## src/rtl/adc_trigger.sv

```systemverilog
// adc_trigger: level/slope/hysteresis trigger detector with post-trigger holdoff.
// Define ADC_TRIG_AUTO_EN to build the auto-trigger timeout (acnt / auto_timeout).
module adc_trigger #(
  parameter int DW     = 8,
  parameter int HOLD_W = 16,
  parameter int AUTO_W = 24
) (
  input  logic              clk,
  input  logic              rst,
  input  logic              sample_en,
  input  logic [2*DW-1:0]   adc_data,
  input  logic [31:0]       cfg,
  input  logic [HOLD_W-1:0] holdoff,
  input  logic [AUTO_W-1:0] auto_timeout,
  output logic              trig_req,
  output logic              trig_auto,
  output logic              armed
);

  typedef enum logic [1:0] {IDLE, HOLDOFF, ARM, READY} state_e;

  logic              enable, chan_b, slope_fall;
  logic [DW-1:0]     level, hyst, lo, hi;
  logic [DW:0]       hi_sum;
  logic [DW-1:0]     s_d, s_q;
  logic              v_d, v_q;
  state_e            state_d, state_q;
  logic [HOLD_W-1:0] hcnt_d, hcnt_q;
  logic              trig_req_d, trig_req_q;
  logic              trig_auto_d, trig_auto_q;
  logic              armed_d, armed_q;
  logic              pre_hit, cross_hit, real_fire, auto_hit;

  assign level      = DW'(cfg[7:0]);
  assign hyst       = DW'(cfg[11:8]);
  assign chan_b     = cfg[12];
  assign slope_fall = cfg[13];
  assign enable     = cfg[14];

  // Saturating thresholds: lo clamps at 0, hi clamps at full scale.
  assign lo     = (level > hyst) ? level - hyst : '0;
  assign hi_sum = {1'b0, level} + {1'b0, hyst};
  assign hi     = hi_sum[DW] ? '1 : hi_sum[DW-1:0];

  assign s_d = chan_b ? adc_data[DW-1:0] : adc_data[2*DW-1:DW];
  assign v_d = sample_en;

  assign pre_hit   = slope_fall ? (s_q > hi) : (s_q < lo);
  assign cross_hit = slope_fall ? (s_q <= level) : (s_q >= level);
  assign real_fire = v_q && (state_q == READY) && cross_hit;

`ifdef ADC_TRIG_AUTO_EN
  logic [AUTO_W-1:0] acnt_d, acnt_q;
  logic [AUTO_W:0]   acnt_inc;

  // A timeout of 0 can never match acnt + 1, which disables the feature.
  assign acnt_inc = {1'b0, acnt_q} + (AUTO_W+1)'(1);
  assign auto_hit = v_q && (acnt_inc == {1'b0, auto_timeout});

  logic unused_ok;
  assign unused_ok = ^cfg[31:15];
`else
  assign auto_hit = 1'b0;

  logic unused_ok;
  assign unused_ok = ^{cfg[31:15], auto_timeout};
`endif

  // NOTE: every _d gets its hold value first so no path through this block infers a latch.
  always_comb begin
    state_d     = state_q;
    hcnt_d      = hcnt_q;
    trig_req_d  = 1'b0;
    trig_auto_d = 1'b0;
`ifdef ADC_TRIG_AUTO_EN
    acnt_d      = acnt_q;
`endif
    if (!enable) begin
      state_d = IDLE;
      hcnt_d  = '0;
`ifdef ADC_TRIG_AUTO_EN
      acnt_d  = '0;
`endif
    end else begin
      case (state_q)
        IDLE: begin
          state_d = HOLDOFF;
          hcnt_d  = holdoff;
        end
        HOLDOFF: begin
          if (hcnt_q == '0) begin
            state_d = ARM;
`ifdef ADC_TRIG_AUTO_EN
            acnt_d  = '0;
`endif
          end else if (v_q) begin
            hcnt_d = hcnt_q - HOLD_W'(1);
          end
        end
        ARM, READY: begin
          if (real_fire || auto_hit) begin
            // A real crossing on the timeout sample wins, so it is not flagged auto.
            trig_req_d  = 1'b1;
            trig_auto_d = !real_fire;
            state_d     = HOLDOFF;
            hcnt_d      = holdoff;
          end else if (v_q) begin
            if (state_q == ARM && pre_hit) state_d = READY;
`ifdef ADC_TRIG_AUTO_EN
            if (!acnt_inc[AUTO_W]) acnt_d = acnt_inc[AUTO_W-1:0];
`endif
          end
        end
        default: state_d = IDLE;
      endcase
    end
    armed_d = (state_d == ARM) || (state_d == READY);
  end

  // NOTE: state is updated with <= so every flop samples the pre-edge values.
  always_ff @(posedge clk or posedge rst) begin
    if (rst) begin
      state_q     <= IDLE;
      hcnt_q      <= '0;
      s_q         <= '0;
      v_q         <= 1'b0;
      trig_req_q  <= 1'b0;
      trig_auto_q <= 1'b0;
      armed_q     <= 1'b0;
`ifdef ADC_TRIG_AUTO_EN
      acnt_q      <= '0;
`endif
    end else begin
      state_q     <= state_d;
      hcnt_q      <= hcnt_d;
      s_q         <= s_d;
      v_q         <= v_d;
      trig_req_q  <= trig_req_d;
      trig_auto_q <= trig_auto_d;
      armed_q     <= armed_d;
`ifdef ADC_TRIG_AUTO_EN
      acnt_q      <= acnt_d;
`endif
    end
  end

  assign trig_req  = trig_req_q;
  assign trig_auto = trig_auto_q;
  assign armed     = armed_q;

endmodule

```

## config.mk

```make
export PLATFORM = sky130hd
export DESIGN_NAME = adc_trigger
export DESIGN_NICKNAME = d
export VERILOG_FILES = /design/src/rtl/adc_trigger.sv
export SDC_FILE = /design/constraint.sdc
export NUM_CORES = 1
export LEC_CHECK = 0
export CORE_AREA = 2 2 78 80
export DETAILED_ROUTE_END_ITERATION = 12
export DIE_AREA = 0 0 80 82
export GPL_ROUTABILITY_DRIVEN = 1
export PLACE_DENSITY = 0.91
export SLEW_MARGIN = 20
export SYNTH_ARGS = -nofsm -noshare
export SYNTH_HDL_FRONTEND = slang
export SYNTH_SLANG_ARGS = --single-unit
```

## constraint.sdc

```tcl
create_clock -name clk -period 3.5 [get_ports clk]
set_input_delay 0.7 -clock clk [delete_from_list [all_inputs] [get_ports clk]]
set_output_delay 0.7 -clock clk [all_outputs]
set_load 0.05 [all_outputs]
```

==> impl_metrics.json, run 1 <==
{
  "period_needed_ns": 3.37,
  "seqCellArea_sq_um": 726,
  "worstReg2RegEnd": "hcnt_q[2]$_DFFE_PP0P_",
  "min_delay_worst_endpoint": "hcnt_q[12]$_DFFE_PP0P_",
  "drive_gt1_frac": 0.148,
  "portBuffers": 51,
  "synth_xor_area_frac": 0.0315,
  "syn_to_final_growth_pct": 30.8,
  "muxShareOfSynthArea": 0.0432,
  "dpl-instance-area_sq_um": 3500,
  "ios": 94,
  "drt-total-wl_mm": 7.35,
  "topRoutingLayerUsed": "met4",
  "die_w_um": 80,
  "grt.total_usage": 0.233,
  "route.detailed.drc": 0,
  "rows": 28,
  "met2WireLength_mm": 3.55,
  "hp-start": "hcnt_q[12]$_DFFE_PP0P_",
  "leakagePower_nw": 1.66,
  "critPathLaunchType": "input port",
  "dieArea_sq_um": 6560,
  "layout_setup_ws_ns": 0.129,
  "crit_fanout": 4,
  "cts_sinks": 29,
  "reg2reg_slack_ns": 0.97,
  "cts_max_level": 2,
  "antenna_found_initial": 0,
  "vias": 2818,
  "ys_ff_latch": 29,
  "post-route-period-util": 0.963,
  "cts_tree": "yes",
  "postRouteAntennaNets": 0,
  "place.gp.congestion": 0.926,
  "netlist_area_sq_um": 2780,
  "multi_input_comb_area_sq_um": 1950,
  "finalSetupViolations": 0,
  "clk_latency_ns": 0.29,
  "route.layer.met1.wl_mm": 3.10,
  "fin_skew_ns": 0.00820,
  "synth_edf_count": 0,
  "route.met3.wl_um": 471,
  "slew_viol_final": 0,
  "synth-main-ff-cell": "dfrtp_1",
  "pre_cts_slack_ns": -0.306,
  "fmax_ghz": 0.297,
  "nets": 529,
  "clockRootBuffer": "clkbuf_8",
  "min_path_type": "flop to flop",
  "grt_overflow": 0,
  "fillCellCount": 478,
  "synth_top_family_by_area": "compound AO/OA/AOI/OAI gates",
  "syn_area_per_cell_sq_um": 8.31,
  "vias_per_cell": 5.87,
  "required_ns": 3.66,
  "max-cap-violations": 0,
  "grt_start_max_net_pins": 33,
  "outcome": "finished clean",
  "yosysUniqueCellTypes": 57,
  "yosys_warnings": 0,
  "drtIter0Drc": 309,
  "path_class": "input port to flop",
  "grt_pass1_vias": 2723,
  "path_clk_slew_ns": 0.07,
  "min_path_cells": 2,
  "post-dp-hpwl_mm": 5.57,
  "grt_pass1_wl_mm": 12.2,
  "synthArstFlopShare": 1.00,
  "clk_path_buf_depth": 2,
  "rr_worst_depth": 8,
  "core_sq_um": 5750,
  "drt_first_pass_iters": 7,
  "die_h_um": 82,
  "synth_area_leaders": "dfrtp_1 26%, ha_1 14%, nand2_1 5.8%",
  "synth_compound_area_frac": 0.234,
  "maxSlewHeadroom": 0.503,
  "synthAdderAreaFrac": 0.158,
  "worst_ep_arrival_time_ns": 3.53,
  "cp-end-kind": "flop",
  "worstReg2RegStart": "s_q[5]$_DFF_PP0_",
  "synth_cells": 335,
  "numCtsBuffers": 5,
  "tightest_slew_ns": 0.743,
  "synth_nets": 460,
  "ys_seq_area_frac": 0.261,
  "ir_drop_uv": 353,
  "wl_per_cell_um": 15.3,
  "synth_top_cell_area_share": 0.261,
  "power_density_nw_per_um2": 530,
  "synthSimpleGateAreaFrac": 0.218,
  "diodes": 0,
  "post-route-cell-area_sq_um": 3640,
  "initial_core_util": 0.484,
  "hold_viol": 0,
  "synth_top_area_cell": "dfrtp_1"
}
## metrics by stage
stage	hold slack [ns]	instances	utilization	total power, mW	setup TNS [ns]
final	0.549	480	0.633	1.93	0
after detailed placement	0.530	471	0.609	1.59	-0.306
after global routing	0.615	480	0.633	2.06	-0.0125
after floorplan	0.494	335	-	1.32	0
after global placement	0.513	471	0.609	1.54	-0.199
after CTS	0.549	479	0.624	1.88	0
## layout make-up
| type | count | share of cell area |
|---|---|---|
| flip-flops and latches | 29 | 0.199 |
| multi-input cells | 271 | 0.535 |
| inverters | 21 | 0.0217 |
| clock buffers | 5 | 0.0189 |
| well taps | 75 | 0.0258 |
| clock inverters | 3 | 0.00481 |
| repair buffers | 76 | 0.194 |
## cells in the final DEF (no fill, tap or decap), types with 9 or more instances in the layout
cell / n
clkdlybuf4s50_1: 48
nand2_1: 43
ha_1: 30
dfrtp_1: 29
buf_4: 25
nor2_1: 24
inv_1: 21
o21ai_0: 19
a21oi_1: 17
xnor2_1: 10
nor2b_1: 9
nor3_1: 9
o211ai_1: 9
## logic make-up after synthesis
group / count (synthesis)
flops: 29
xor+xnor: 10
other cells: 1
simple gates: 120
compound gates: 95
fa+ha+maj: 34
buf+inv: 35
mux: 11
## sequential cells by signal, indices dropped and copies added (netlist names)
| signal | flops |
|---|---|
| armed | 1 |
| trig_req | 1 |
| hcnt_q | 16 |
| state_q | 2 |
| s_q | 8 |
| v_q | 1 |
## worst max path at each step
stage,start,end,slack (ns),depth (start not counted)
final,cfg[9],state_q[0]$_DFF_PP0_,0.13,15
after global routing,cfg[9],state_q[0]$_DFF_PP0_,-0.01,15
after CTS,cfg[1],state_q[0]$_DFF_PP0_,0.09,15
after detailed placement,cfg[1],state_q[0]$_DFF_PP0_,-0.31,15
after global placement,cfg[1],state_q[0]$_DFF_PP0_,-0.20,15
after floorplan,cfg[0],state_q[0]$_DFF_PP0_,0.38,14
## cell usage after synthesis (5+ instances only)
| cell type | number |
|---|---|
| nand2_1 | 43 |
| inv_1 | 21 |
| nor2b_1 | 9 |
| nor3_1 | 10 |
| nor2_1 | 24 |
| nand2b_1 | 5 |
| o31ai_1 | 6 |
| xnor2_1 | 10 |
| a21oi_1 | 19 |
| nand4_1 | 6 |
| a21o_1 | 5 |
| dfrtp_1 | 29 |
| o21ai_0 | 25 |
| mux2_2 | 8 |
| o211ai_1 | 9 |
| ha_1 | 32 |
| clkbuf_1 | 11 |
| nand3_1 | 6 |
## repair_timing
item / 4_1_cts / 5_1_grt
setup endpoints to repair: 1 / 1
hold buffers: 0 / 0
resized for setup: 1 / 16
pin swaps: 0 / 7
setup buffers: 0 / 1
## report_power, final
part	total (mW)	internal, mW	switching [mW]
Combinational	1.09	0.471	0.623
Sequential	0.551	0.429	0.121
Clock	0.282	0.137	0.145
Total	1.93	1.04	0.889
## worst max-delay path, cell delays in order
cell and delay (ns):
clkdlybuf4s50_1 0.43, buf_4 0.16, fa_1 0.43, a21oi_2 0.16
nor2_1 0.06, nor2_1 0.17, nor2_1 0.09, buf_4 0.15
nor2_1 0.12, ha_1 0.26, a21o_1 0.16, a21oi_1 0.16
nor2b_1 0.08, o31ai_1 0.26, a41oi_2 0.13
## layer usage
layer,vias up,track usage
met2,127,0.388
met1,1317,0.306
li1,1344,-
met4,0,0.0831
met3,30,0.0418
met5,-,0
Note: power is estimated with default switching activity, not from simulation.
==> run 2, diff against run 1 <==
Settings changed: SLEW_MARGIN 20 to unset.
==> results of run 2 <==
The final DEF is identical to that of run 1; final timing and power are the same.
==> run 3, diff against run 2 <==
Settings changed: CORE_AREA 2 2 78 80 to 2 2 85 87, DIE_AREA 0 0 80 82 to 0 0 87 89, PLACE_DENSITY 0.91 to 0.82.
Clock period 3.5 ns to 2.9 ns, I/O delays scaled along.
==> run 3 against run 2 <==
Net effect:
- power rose by 32%
- clock-buffer cell count rose by 1
- global-route usage fell by 2.9 points
- first-iteration DRC count fell by 14%
- non-clock buffer count rose by 18
- die area rose by 18%
- core utilization fell by 4.3 points
==> impl_metrics.json, run 3 (same netlist as run 1, synthesis figures left out) <==
{
  "outcome": "finished clean",
  "crit_buf_inv": 2,
  "max-cap-violations": 0,
  "diodes": 0,
  "pre_cts_slack_ns": -0.714,
  "post-route-cell-area_sq_um": 3960,
  "grt_pass1_wl_mm": 12.5,
  "regMostFlops": "hcnt_q",
  "clk_latency_ns": 0.28,
  "path_clk_slew_ns": 0.06,
  "fmax_ghz": 0.353,
  "fillCellCount": 533,
  "vias_per_cell": 5.69,
  "grt_start_max_net_pins": 33,
  "dieArea_sq_um": 7740,
  "mostFrequentLayoutCell": "clkdlybuf4s50_1",
  "rr_worst_depth": 6,
  "post-route-period-util": 0.976,
  "route.detailed.drc": 0,
  "ios": 94,
  "numCtsBuffers": 5,
  "nets": 548,
  "wl_per_cell_um": 15.4,
  "period_needed_ns": 2.83,
  "tightest_slew_ns": 0.758,
  "maxSlewHeadroom": 0.493,
  "timing.critical_path.cells": "clkdlybuf4s15_1, buf_6, fa_2, a21oi_2, nor2_2, nor2_2, nor2_2, nor2_1, ha_1, nor2b_1, o21a_1, o21ai_2, a21oi_2, o31ai_2, a41oi_2",
  "path_class": "input port to flop",
  "dpl-instance-area_sq_um": 3620,
  "reg2reg_slack_ns": 0.49,
  "clk_path_buf_depth": 2,
  "slowest_stage": "fa_2",
  "portBuffers": 51,
  "core_sq_um": 6720,
  "drive_gt1_frac": 0.262,
  "cts_tree": "yes",
  "largest_register_ffs": 16,
  "place.gp.congestion": 0.902,
  "fin_skew_ns": 0.00854,
  "worstReg2RegStart": "hcnt_q[7]$_DFFE_PP0P_",
  "die_h_um": 89,
  "grt.total_usage": 0.204,
  "multi_input_comb_area_sq_um": 2110,
  "cp-end-kind": "flop",
  "cts_sinks": 29,
  "holdWs_ns": 0.544,
  "syn_to_final_growth_pct": 42.4,
  "grt_pass1_vias": 2671,
  "leakagePower_nw": 1.78,
  "drt-total-wl_mm": 7.78,
  "min_path_cells": 2,
  "postRouteAntennaNets": 0,
  "worst_ep_arrival_time_ns": 2.98,
  "path_depth": 15,
  "crit_fanout": 3,
  "final_cell_mix": "44 x clkdlybuf4s50_1, 43 x nand2_1, 39 x buf_4",
  "cp_slowest_stage_delay_ns": 0.36,
  "layout_setup_ws_ns": 0.0707,
  "initial_core_util": 0.414,
  "stdcell_count": 504,
  "seqCellArea_sq_um": 726,
  "dp_cells": 491,
  "hold_viol": 0,
  "cpMostUsedCell": "nor2_2",
  "min_path_type": "flop to flop",
  "finalSetupViolations": 0,
  "slew_viol_final": 0,
  "crit_family": "compound AO/OA/AOI/OAI gates",
  "drt_first_pass_iters": 4,
  "hp-start": "hcnt_q[12]$_DFFE_PP0P_",
  "clockRootBuffer": "clkbuf_8",
  "ir_drop_uv": 332,
  "vias": 2868,
  "post-dp-hpwl_mm": 5.62,
  "power_mw": 2.54,
  "die_w_um": 87,
  "startpoint": "cfg[9]",
  "drtIter0Drc": 266,
  "power_density_nw_per_um2": 640,
  "grt_overflow": 0,
  "cts_max_level": 2,
  "reg_top3": "hcnt_q: 16 flops, s_q: 8 flops, state_q: 2 flops",
  "antenna_found_initial": 0,
  "rows": 30,
  "required_ns": 3.05,
  "critPathLaunchType": "input port",
  "rsz0062_at_grt": "true"
}
run 3: path summary, 6_finish.rpt:
check / endpoint
setup / recovery: state_q[0]$_DFF_PP0_
hold / removal: hcnt_q[12]$_DFFE_PP0P_
setup reg to reg: hcnt_q[13]$_DFFE_PP0P_
hold reg to reg: hcnt_q[12]$_DFFE_PP0P_
max in group asynchronous: hcnt_q[12]$_DFFE_PP0P_
min in group asynchronous: hcnt_q[4]$_DFFE_PP0P_
run 3: worst min-delay path, delay by kind of cell (launching register included):
kind	cells	cell delay, ns
compound gates	2	0.17
flops	1	0.34
run 3: timing repair:
action / 4_1_cts / 5_1_grt
gates cloned: 0 / 1
endpoints found under the setup margin: 11 / 13
pin swaps: 13 / 22
setup buffers: 2 / 2
hold buffers: 0 / 0
gates resized for setup: 30 / 35
run 3: cell type report:
class | count | share of cell area
Tap cell | 80 | 0.0253
Clock inverter | 2 | 0.00947
Sequential cell | 29 | 0.183
Timing Repair Buffer | 94 | 0.210
Clock buffer | 6 | 0.0208
Multi-Input combinational cell | 272 | 0.531
Inverter | 21 | 0.0199
run 3: metrics by stage:
stage	util	TNS [ns]
final	0.590	0
after global routing	0.590	-0.0376
after CTS	0.569	0
after detailed placement	0.539	-5.92
after global placement	0.539	-4.22
after floorplan	-	0
run 3: per-layer routing:
| metal | routed length (um) | part of all wire | GRT usage | vias up |
|---|---|---|---|---|
| met2 | 3650 | 0.47 | 0.325 | 103 |
| met1 | 3480 | 0.45 | 0.282 | 1359 |
| met3 | 463 | 0.059 | 0.0342 | 19 |
| li1 | - | - | - | 1387 |
| met4 | 183 | 0.024 | 0.0710 | 0 |
| met5 | 0 | 0 | 0 | - |
run 3: where the power goes:
group	switching [mW]	leakage, nW	internal (mW)
Sequential	0.149	0.371	0.518
Combinational	0.787	1.36	0.646
Clock	0.160	0.0574	0.279
Total	1.10	1.78	1.44
